**src/rtl/memory_model_pipe.sv**
```systemverilog
`default_nettype none
// ============================================================================
//  Module   : memory_model_pipe
//  Brief    : Pipelined word memory model with fixed response latency, an
//             in-order response queue, output backpressure and error replies.
//  Revision : 1.0  initial release
// ============================================================================

package memory_model_pipe_pkg;
    typedef enum logic {
        MEM_READ  = 1'b0,
        MEM_WRITE = 1'b1
    } mem_type_e;

    typedef struct packed {
        mem_type_e   mtype;
        logic [31:0] addr;
        logic [3:0]  len;
        logic [31:0] data;
    } mem_pkt_t;
endpackage

module memory_model_pipe
    import memory_model_pipe_pkg::*;
#(
    parameter int DEPTH_WORDS = 64,
    parameter int LATENCY     = 2,
    parameter int QUEUE_DEPTH = 4
) (
    input  logic     clk,
    input  logic     rst_n,
    input  logic     pkt_in_vld,
    output logic     pkt_in_rdy,
    input  mem_pkt_t pkt_in,
    output logic     pkt_out_vld,
    input  logic     pkt_out_rdy,
    output mem_pkt_t pkt_out,
    output logic     pkt_out_err
);

    localparam int         c_IDX_W = (DEPTH_WORDS > 1) ? $clog2(DEPTH_WORDS) : 1;
    localparam int         c_PTR_W = $clog2(QUEUE_DEPTH);
    localparam int         c_OCC_W = c_PTR_W + 1;
    localparam logic [3:0] c_LAT   = 4'(LATENCY);

    logic [31:0]        r_mem   [DEPTH_WORDS];
    mem_pkt_t           r_q_pkt [QUEUE_DEPTH];
    logic               r_q_err [QUEUE_DEPTH];
    logic [3:0]         r_q_age [QUEUE_DEPTH];
    logic [c_PTR_W-1:0] r_wr_ptr;
    logic [c_PTR_W-1:0] r_rd_ptr;
    logic [c_OCC_W-1:0] r_occ;
    logic               r_rst_n_q;

    logic               w_acc;
    logic               w_pop;
    logic               w_head_vld;
    logic               w_in_range;
    logic               w_err;
    logic               w_is_write;
    logic [1:0]         w_off;
    logic [c_IDX_W-1:0] w_idx;
    logic [31:0]        w_word;
    logic [31:0]        w_shift;
    logic [31:0]        w_rd_data;
    logic [3:0]         w_base;
    logic [3:0]         w_sel;
    logic [31:0]        w_wr_data;
    mem_pkt_t           w_resp;

    // Ready depends only on registered state, never on pkt_out_rdy.
    assign pkt_in_rdy = r_rst_n_q && (r_occ < c_OCC_W'(QUEUE_DEPTH));
    assign w_acc      = pkt_in_vld && pkt_in_rdy;
    assign w_head_vld = (r_occ != '0) && (r_q_age[r_rd_ptr] == c_LAT);
    assign w_pop      = w_head_vld && pkt_out_rdy;

    assign w_off      = pkt_in.addr[1:0];
    assign w_idx      = pkt_in.addr[c_IDX_W+1:2];
    assign w_in_range = pkt_in.addr[31:2] < 30'(DEPTH_WORDS);
    assign w_is_write = (pkt_in.mtype == MEM_WRITE);
    assign w_word     = w_in_range ? r_mem[w_idx] : '0;
    assign w_shift    = w_word >> {w_off, 3'b000};
    assign w_wr_data  = pkt_in.data << {w_off, 3'b000};
    assign w_sel      = w_base << w_off;

    always_comb begin
        w_err     = 1'b0;
        w_base    = 4'b0000;
        w_rd_data = '0;
        case (pkt_in.len)
            4'd0: begin
                w_base    = 4'b1111;
                w_rd_data = w_shift;
                w_err     = (w_off != 2'b00);
            end
            4'd1: begin
                w_base    = 4'b0001;
                w_rd_data = {24'h0, w_shift[7:0]};
            end
            4'd2: begin
                w_base    = 4'b0011;
                w_rd_data = {16'h0, w_shift[15:0]};
                w_err     = w_off[0];
            end
            default: w_err = 1'b1;
        endcase
        if (!w_in_range) begin
            w_err = 1'b1;
        end
    end

    always_comb begin
        w_resp       = pkt_in;
        w_resp.data  = (w_err || w_is_write) ? 32'h0 : w_rd_data;
    end

    // Storage has no reset so contents survive a reset pulse.
    always_ff @(posedge clk) begin
        if (w_acc && !w_err && w_is_write) begin
            for (int b = 0; b < 4; b++) begin
                if (w_sel[b]) begin
                    r_mem[w_idx][8*b +: 8] <= w_wr_data[8*b +: 8];
                end
            end
        end
    end

    always_ff @(posedge clk) begin
        r_rst_n_q <= rst_n;
        if (!rst_n) begin
            r_wr_ptr <= '0;
            r_rd_ptr <= '0;
            r_occ    <= '0;
            for (int i = 0; i < QUEUE_DEPTH; i++) begin
                r_q_age[i] <= '0;
            end
        end else begin
            // Every slot ages; a freshly written slot is restarted at 1 below.
            for (int i = 0; i < QUEUE_DEPTH; i++) begin
                if (r_q_age[i] != c_LAT) begin
                    r_q_age[i] <= r_q_age[i] + 4'd1;
                end
            end
            if (w_acc) begin
                r_q_pkt[r_wr_ptr] <= w_resp;
                r_q_err[r_wr_ptr] <= w_err;
                r_q_age[r_wr_ptr] <= 4'd1;
                r_wr_ptr          <= r_wr_ptr + c_PTR_W'(1);
            end
            if (w_pop) begin
                r_rd_ptr <= r_rd_ptr + c_PTR_W'(1);
            end
            r_occ <= r_occ + c_OCC_W'(w_acc) - c_OCC_W'(w_pop);
        end
    end

    assign pkt_out_vld = w_head_vld;
    assign pkt_out     = w_head_vld ? r_q_pkt[r_rd_ptr] : '0;
    assign pkt_out_err = w_head_vld && r_q_err[r_rd_ptr];

endmodule

`default_nettype wire

```
**config.mk**
```make
export PLATFORM = sky130hd
export DESIGN_NAME = memory_model_pipe
export DESIGN_NICKNAME = d
export VERILOG_FILES = /design/src/rtl/memory_model_pipe.sv
export SDC_FILE = /design/constraint.sdc
export NUM_CORES = 2
export LEC_CHECK = 0
export ABC_AREA = 1
export ABC_CLOCK_PERIOD_IN_PS = 5500
export CAP_MARGIN = 5
export CELL_PAD_IN_SITES_DETAIL_PLACEMENT = 1
export CELL_PAD_IN_SITES_GLOBAL_PLACEMENT = 2
export CORE_ASPECT_RATIO = 0.5
export CORE_UTILIZATION = 42
export CTS_CLUSTER_DIAMETER = 80
export DETAILED_ROUTE_END_ITERATION = 8
export PLACE_DENSITY = 0.88
export SYNTH_ARGS = -nofsm -noshare
export SYNTH_HDL_FRONTEND = slang
export SYNTH_SLANG_ARGS = --single-unit
```
**constraint.sdc**
```tcl
create_clock -name clk -period 5.5 [get_ports clk]
set_input_delay 1.1 -clock clk [delete_from_list [all_inputs] [get_ports clk]]
set_output_delay 1.1 -clock clk [all_outputs]
set_load 0.05 [all_outputs]
```
* After elaboration in Yosys (flattened, before gate mapping)
Memory sizes are Yosys's and may differ from the RTL's. A register that Yosys moved wholly into a read port is not among the register bits.
Cells that the tools add are included.
** Storage, ports and cells
- RAM bits :: 2344
- Output and inout port bits :: 72
- Bits of input ports :: 73
- Register bits after elaboration :: 8
- Memories :: 4
- Logic and storage cells :: 89
** Memories
- r_mem :: depth 64, width 32, rd ports 1, clocked after memory_dff 0, write ports 1, RTL line 46 : logic [31:0] r_mem [DEPTH_WORDS];
- r_q_pkt :: depth 4, width 69, rd ports 1, clocked after memory_dff 1, write ports 1, RTL line 47 : mem_pkt_t r_q_pkt [QUEUE_DEPTH];
- r_q_age :: depth 4, width 4, rd ports 5, clocked after memory_dff 1, write ports 5, RTL line 49 : logic [3:0] r_q_age [QUEUE_DEPTH];
- r_q_err :: depth 4, width 1, rd ports 1, clocked after memory_dff 1, write ports 1, RTL line 48 : logic r_q_err [QUEUE_DEPTH];
** Operators by class
- Reduce and logical (&&, ||, !) cells :: 12
- $lt $le $gt $ge :: 2
- Bitwise operators :: 4
- Shift operators :: 3
- Add/sub/neg operators :: 8
- Equal/unequal tests :: 7
- Mux-type cells :: 45
** Operators by type and width (number)
- $pmux W32 S3 :: 1
- $mux W69 :: 1
- $mux W32 :: 2
- $shl A32 B5 Y32 :: 1
- $shr A32 B5 Y32 :: 1
- $lt A30 B7 Y1 const B :: 1
- $mux W1 :: 29
- $add A4 B1 Y4 const B :: 4
- $mux W4 :: 4
- $ne A4 B2 Y1 const B :: 4
- $mux W2 :: 6
- $pmux W4 S3 :: 1
- $eq A4 B2 Y1 const B :: 2
- $logic_and A1 B1 Y1 :: 7
- $add A2 B1 Y2 const B :: 2
- $eq A4 B1 Y1 const B :: 1
- $logic_not A4 Y1 :: 1
- $or A1 B1 Y1 :: 4
- $shl A4 B2 Y4 :: 1
- $add A3 B1 Y3 :: 1
- $lt A3 B3 Y1 const B :: 1
- $pmux W1 S3 :: 1
- $reduce_bool A3 Y1 :: 1
- $sub A3 B1 Y3 :: 1
- other kinds (3) :: 3

* Depth between registers and ports, before layout
- Depth after elaboration :: 8
- Gate-level depth with buffers :: 17
- Gate-level depth less buffers :: 15

* Least setup slack after synthesis
OpenSTA, ideal clock, no wires.
- Path kind :: input -> register
- From :: input pkt_in[37] in the netlist's numbering
- To :: memory r_mem[0][29], data pin
- Data required time :: 4798 ps
- Data arrival time :: 4250 ps
- Slack :: 548 ps
- Stages on the path :: 5
- Cells stage by stage :: buf_2 -> inv_1 -> buf_2 -> clkbuf_1 -> o21ai_0
** On the way
- Cells in the longest elaborated chain, start to end :: 1
** RTL lines
- start, declared :: RTL line 34 : input mem_pkt_t pkt_in,
- $shl A32 B5 Y32 :: RTL line 83 : assign w_wr_data = pkt_in.data << {w_off, 3'b000};
- via w_wr_data[29] :: RTL line 68 : logic [31:0] w_wr_data;
- end, declared :: RTL line 46
The timed path passes the listed nets, and every way through them passes these cells.

==> results.txt <==
* Max IR drop VDD: 223 µV
* Detailed placer's ending HPWL: 215 mm
* Initial antenna violation count: 25
- The die is 345 µm tall.
- Most common library cells after synthesis: 2629 x nand2_1, 2328 x edfxtp_1, 1890 x nor2_1
- Post-Layout Cell Count: 12756
- Number of failing hold endpoints at the final stage: 0
- Wirelength, routed: 337 mm
- Main flop type after synthesis: edfxtp_1
- In this run, post-CTS hold repair placed 0 buffers.
- The cell family contributing the most delay on the critical path is simple AND/OR/NAND/NOR gates.
- In the global route stage, overall resource usage came out at 0.277.
- At the worst endpoint, the required time is 4400 ps.
- Count of max-cap constraint violations: 0
* Critical Path Sink Type: output pin
* Cell with the most instances after synthesis: nand2_1
* Path type of the worst min-delay path: reg -> reg
- During synthesis, Yosys emitted a total of 0 warnings.
- In this run the remaining antenna-violating nets after routing total 0.
- Maximum clock path buffer count: 4
- For this configuration, the core starts out at a cell density of 0.425.
- Maximum fanout count along the critical path: 55
- The number of nets in the synthesized netlist is 9324.
- The analysis attributes to cell leakage a power of 42.2 nW.
- Worst-path clk slew: 60 ps
* Final Cycle Share: 0.951
- Library cells used by synthesis: 39
- The number of max-slew violations in the final report is 0.
- Average wire per standard cell: 26.4 µm
* Horizontal die dimension: 689 µm
- # DRC: 0
* Post-synthesis sequential area ratio: 0.711
* Core Box Area: 233000 µm²
* Count of nets after finishing: 9542
- Detailed-route via count: 71429
- Synthesis produced 9236 cells.
* Status: finished, final reports clean
- In this run the post-CTS setup repair buffer count came out at 0.
- From synthesis to final layout, the design area changed by 13.4%.
- Kind of start point of the critical path: register
- For the pin with the worst max-slew slack, the measured transition is 1340 ps.
* Number of enable-type register cells in the synthesized netlist: 2328
- Unrepaired setup endpoints after global routing: false
* Yosys top cell by area: edfxtp_1
* Floorplan die area: 238000 µm²
- Largest net degree at the start of global routing: 141
- Synthesis-stage register bit count: 2354
- Setup violations remaining at the end of the flow were counted as 0.
* # placed instances: 12344
- Total number of H-tree levels: 4
- Multi-input gate area in the final layout: 24900 µm²
- The first global-routing pass estimated 487 mm of wire.
- Worst path max stage delay: 950 ps
- Area taken by flip-flops and latches: 70400 µm²
* Post-Route Skew: 70.0 ps
- CP max-delay cell: clkdlybuf4s50_1
* Via-to-Cell Ratio: 5.60
- Counting the buffers created by CTS gives 219.
* Critical Setup Path Class: reg -> out
- During I/O placement, the number of pins put on the boundary was 145.
- Subtracting the final worst setup slack from the clock period gives 5230 ps.
* Critical path buffer and inverter count: 1
* Fillers: 25085
- Fmax: 191 MHz
* Placer Congestion: 0.885
* First-iteration detailed-routing DRC count: 8614
- Data arrives at the worst endpoint at 4130 ps.
- Top-area cell type share of the netlist area: 0.706
- After clock tree synthesis, the repair step resized 0 gates.
- Power density normalized to cell area: 337 nW/µm²
- Worst slew margin: 0.107
- Port buffering added 144 buffers.
- For the worst-skew pair, the clock arrives at the later sink with an insertion delay of 890 ps.
- TritonRoute pass-1 iters: 6
- Clock Root Buffer: clkbuf_16
* Share of layout cells above drive strength 1: 0.0744
* Clock tree from TritonCTS: done
- Final global-route overflow total: 0
- Combined area of all synthesized cells: 99100 µm²
- In the post-synthesis netlist, the biggest area contributors are edfxtp_1 71%, nand2_1 10%, nor2_1 7.2%, o21ai_0 3.3%, nand3_1 1.9%.
- Number of global-route vias before repair: 72246
- In this run the core area contains 125 standard-cell rows.
* Setup TNS after final layout: 0 ps
* CP cell instances: nor2_1 -> nand4_1 -> nand3_1 -> nand3_4 -> a21oi_1 -> clkdlybuf4s50_1
- Average footprint of a synthesized cell: 10.7 µm²
* # clock sinks: 2354
* Async SR Flop Fraction: 0
-- sequential cells by signal, indices dropped and copies added (netlist names), named ones only --
| register | flops |
|---|---|
| r_q_pkt | 276 |
| r_rst_n_q | 1 |
| r_rd_ptr | 2 |
| r_mem | 2048 |
| r_q_age | 16 |
| r_wr_ptr | 2 |
| r_q_err | 4 |
| r_occ | 3 |
-- area by class of cell --
class	count	share of cell area
Tap cell	3111	0.0347
Inverter	412	0.0142
Timing Repair Buffer	508	0.0424
Sequential cell	2354	0.627
Antenna cell	17	0.000379
Clock buffer	271	0.0509
Clock inverter	124	0.00850
Multi-Input combinational cell	5959	0.222
-- through the flow --
step	utilization	area (µm²)	worst slack (ps)	power [W]	hold WS, ps
5_1_grt	0.481	112000	106	0.0387	542
2_1_floorplan	-	99100	548	0.0220	439
3_3_place_gp	0.452	106000	727	0.0232	465
4_1_cts	0.481	112000	201	0.0379	510
3_5_place_dp	0.452	106000	571	0.0233	497
6_report	0.481	112000	270	0.0378	510
-- layout by cell type (no fill, tap or decap), types with 39 or more instances in the layout --
| cell | count |
|---|---|
| o21ai_0 | 637 |
| clkbuf_16 | 221 |
| clkinv_1 | 68 |
| edfxtp_1 | 2328 |
| o21ai_1 | 140 |
| inv_1 | 399 |
| nor2_1 | 1872 |
| clkdlybuf4s50_1 | 139 |
| buf_4 | 317 |
| clkinv_2 | 39 |
| buf_12 | 47 |
| nand3_1 | 366 |
| nand2_1 | 2626 |
| a21oi_1 | 111 |
| nand4_1 | 71 |
| clkbuf_1 | 50 |
-- where the power goes --
group          total (W)  switching, W  internal [W]  leakage (nW)
combinational    0.00303       0.00233      0.000703          17.3
sequential        0.0200     0.0000582        0.0199          21.7
clock             0.0148       0.00675       0.00808          3.26
total             0.0378       0.00914        0.0287          42.2
-- final timing paths --
check                     start  depth (start not counted)    endpoint  slack [ps]
setup / recovery  r_q_age[3][2]                          6  pkt_out[3]         270
hold / removal      r_rd_ptr[1]                          2    register         510
setup reg to reg  r_q_age[3][2]                         16    r_occ[2]        1730
hold reg to reg     r_rd_ptr[1]                          2    register         510
-- worst register-to-register path, cell delays in order (launching register included) --
cell and delay [ps]:
dfxtp_1 330, nor2_1 220, nand4_1 160, nand3_1 160, nand3_4 650, buf_12 480
inv_1 90, nand2_1 120, inv_1 100, ha_1 230, inv_1 60, ha_1 130
inv_1 50, fa_1 390, xor2_1 200, o21ai_0 90, a21oi_1 210
-- metal layers --
layer | track usage | up-vias | share of wire
li1 | - | 31413 | -
met1 | 0.380 | 36179 | 0.41
met2 | 0.436 | 3190 | 0.45
met3 | 0.0645 | 625 | 0.099
met4 | 0.0931 | 22 | 0.037
met5 | 0.00340 | - | 0.00079
-- cells by family after synthesis --
kind of cell             count (synthesis)  share of synthesized area
AO/OA/AOI/OAI                          932                     0.0479
XOR/XNOR                                 9                   0.000796
adder cells (fa/ha/maj)                 15                    0.00197
flip-flops                            2354                      0.711
AND/OR/NAND/NOR                       5003                      0.197
buffers and inverters                  923                     0.0412
No activity file was read; power rests on OpenSTA's default activity.
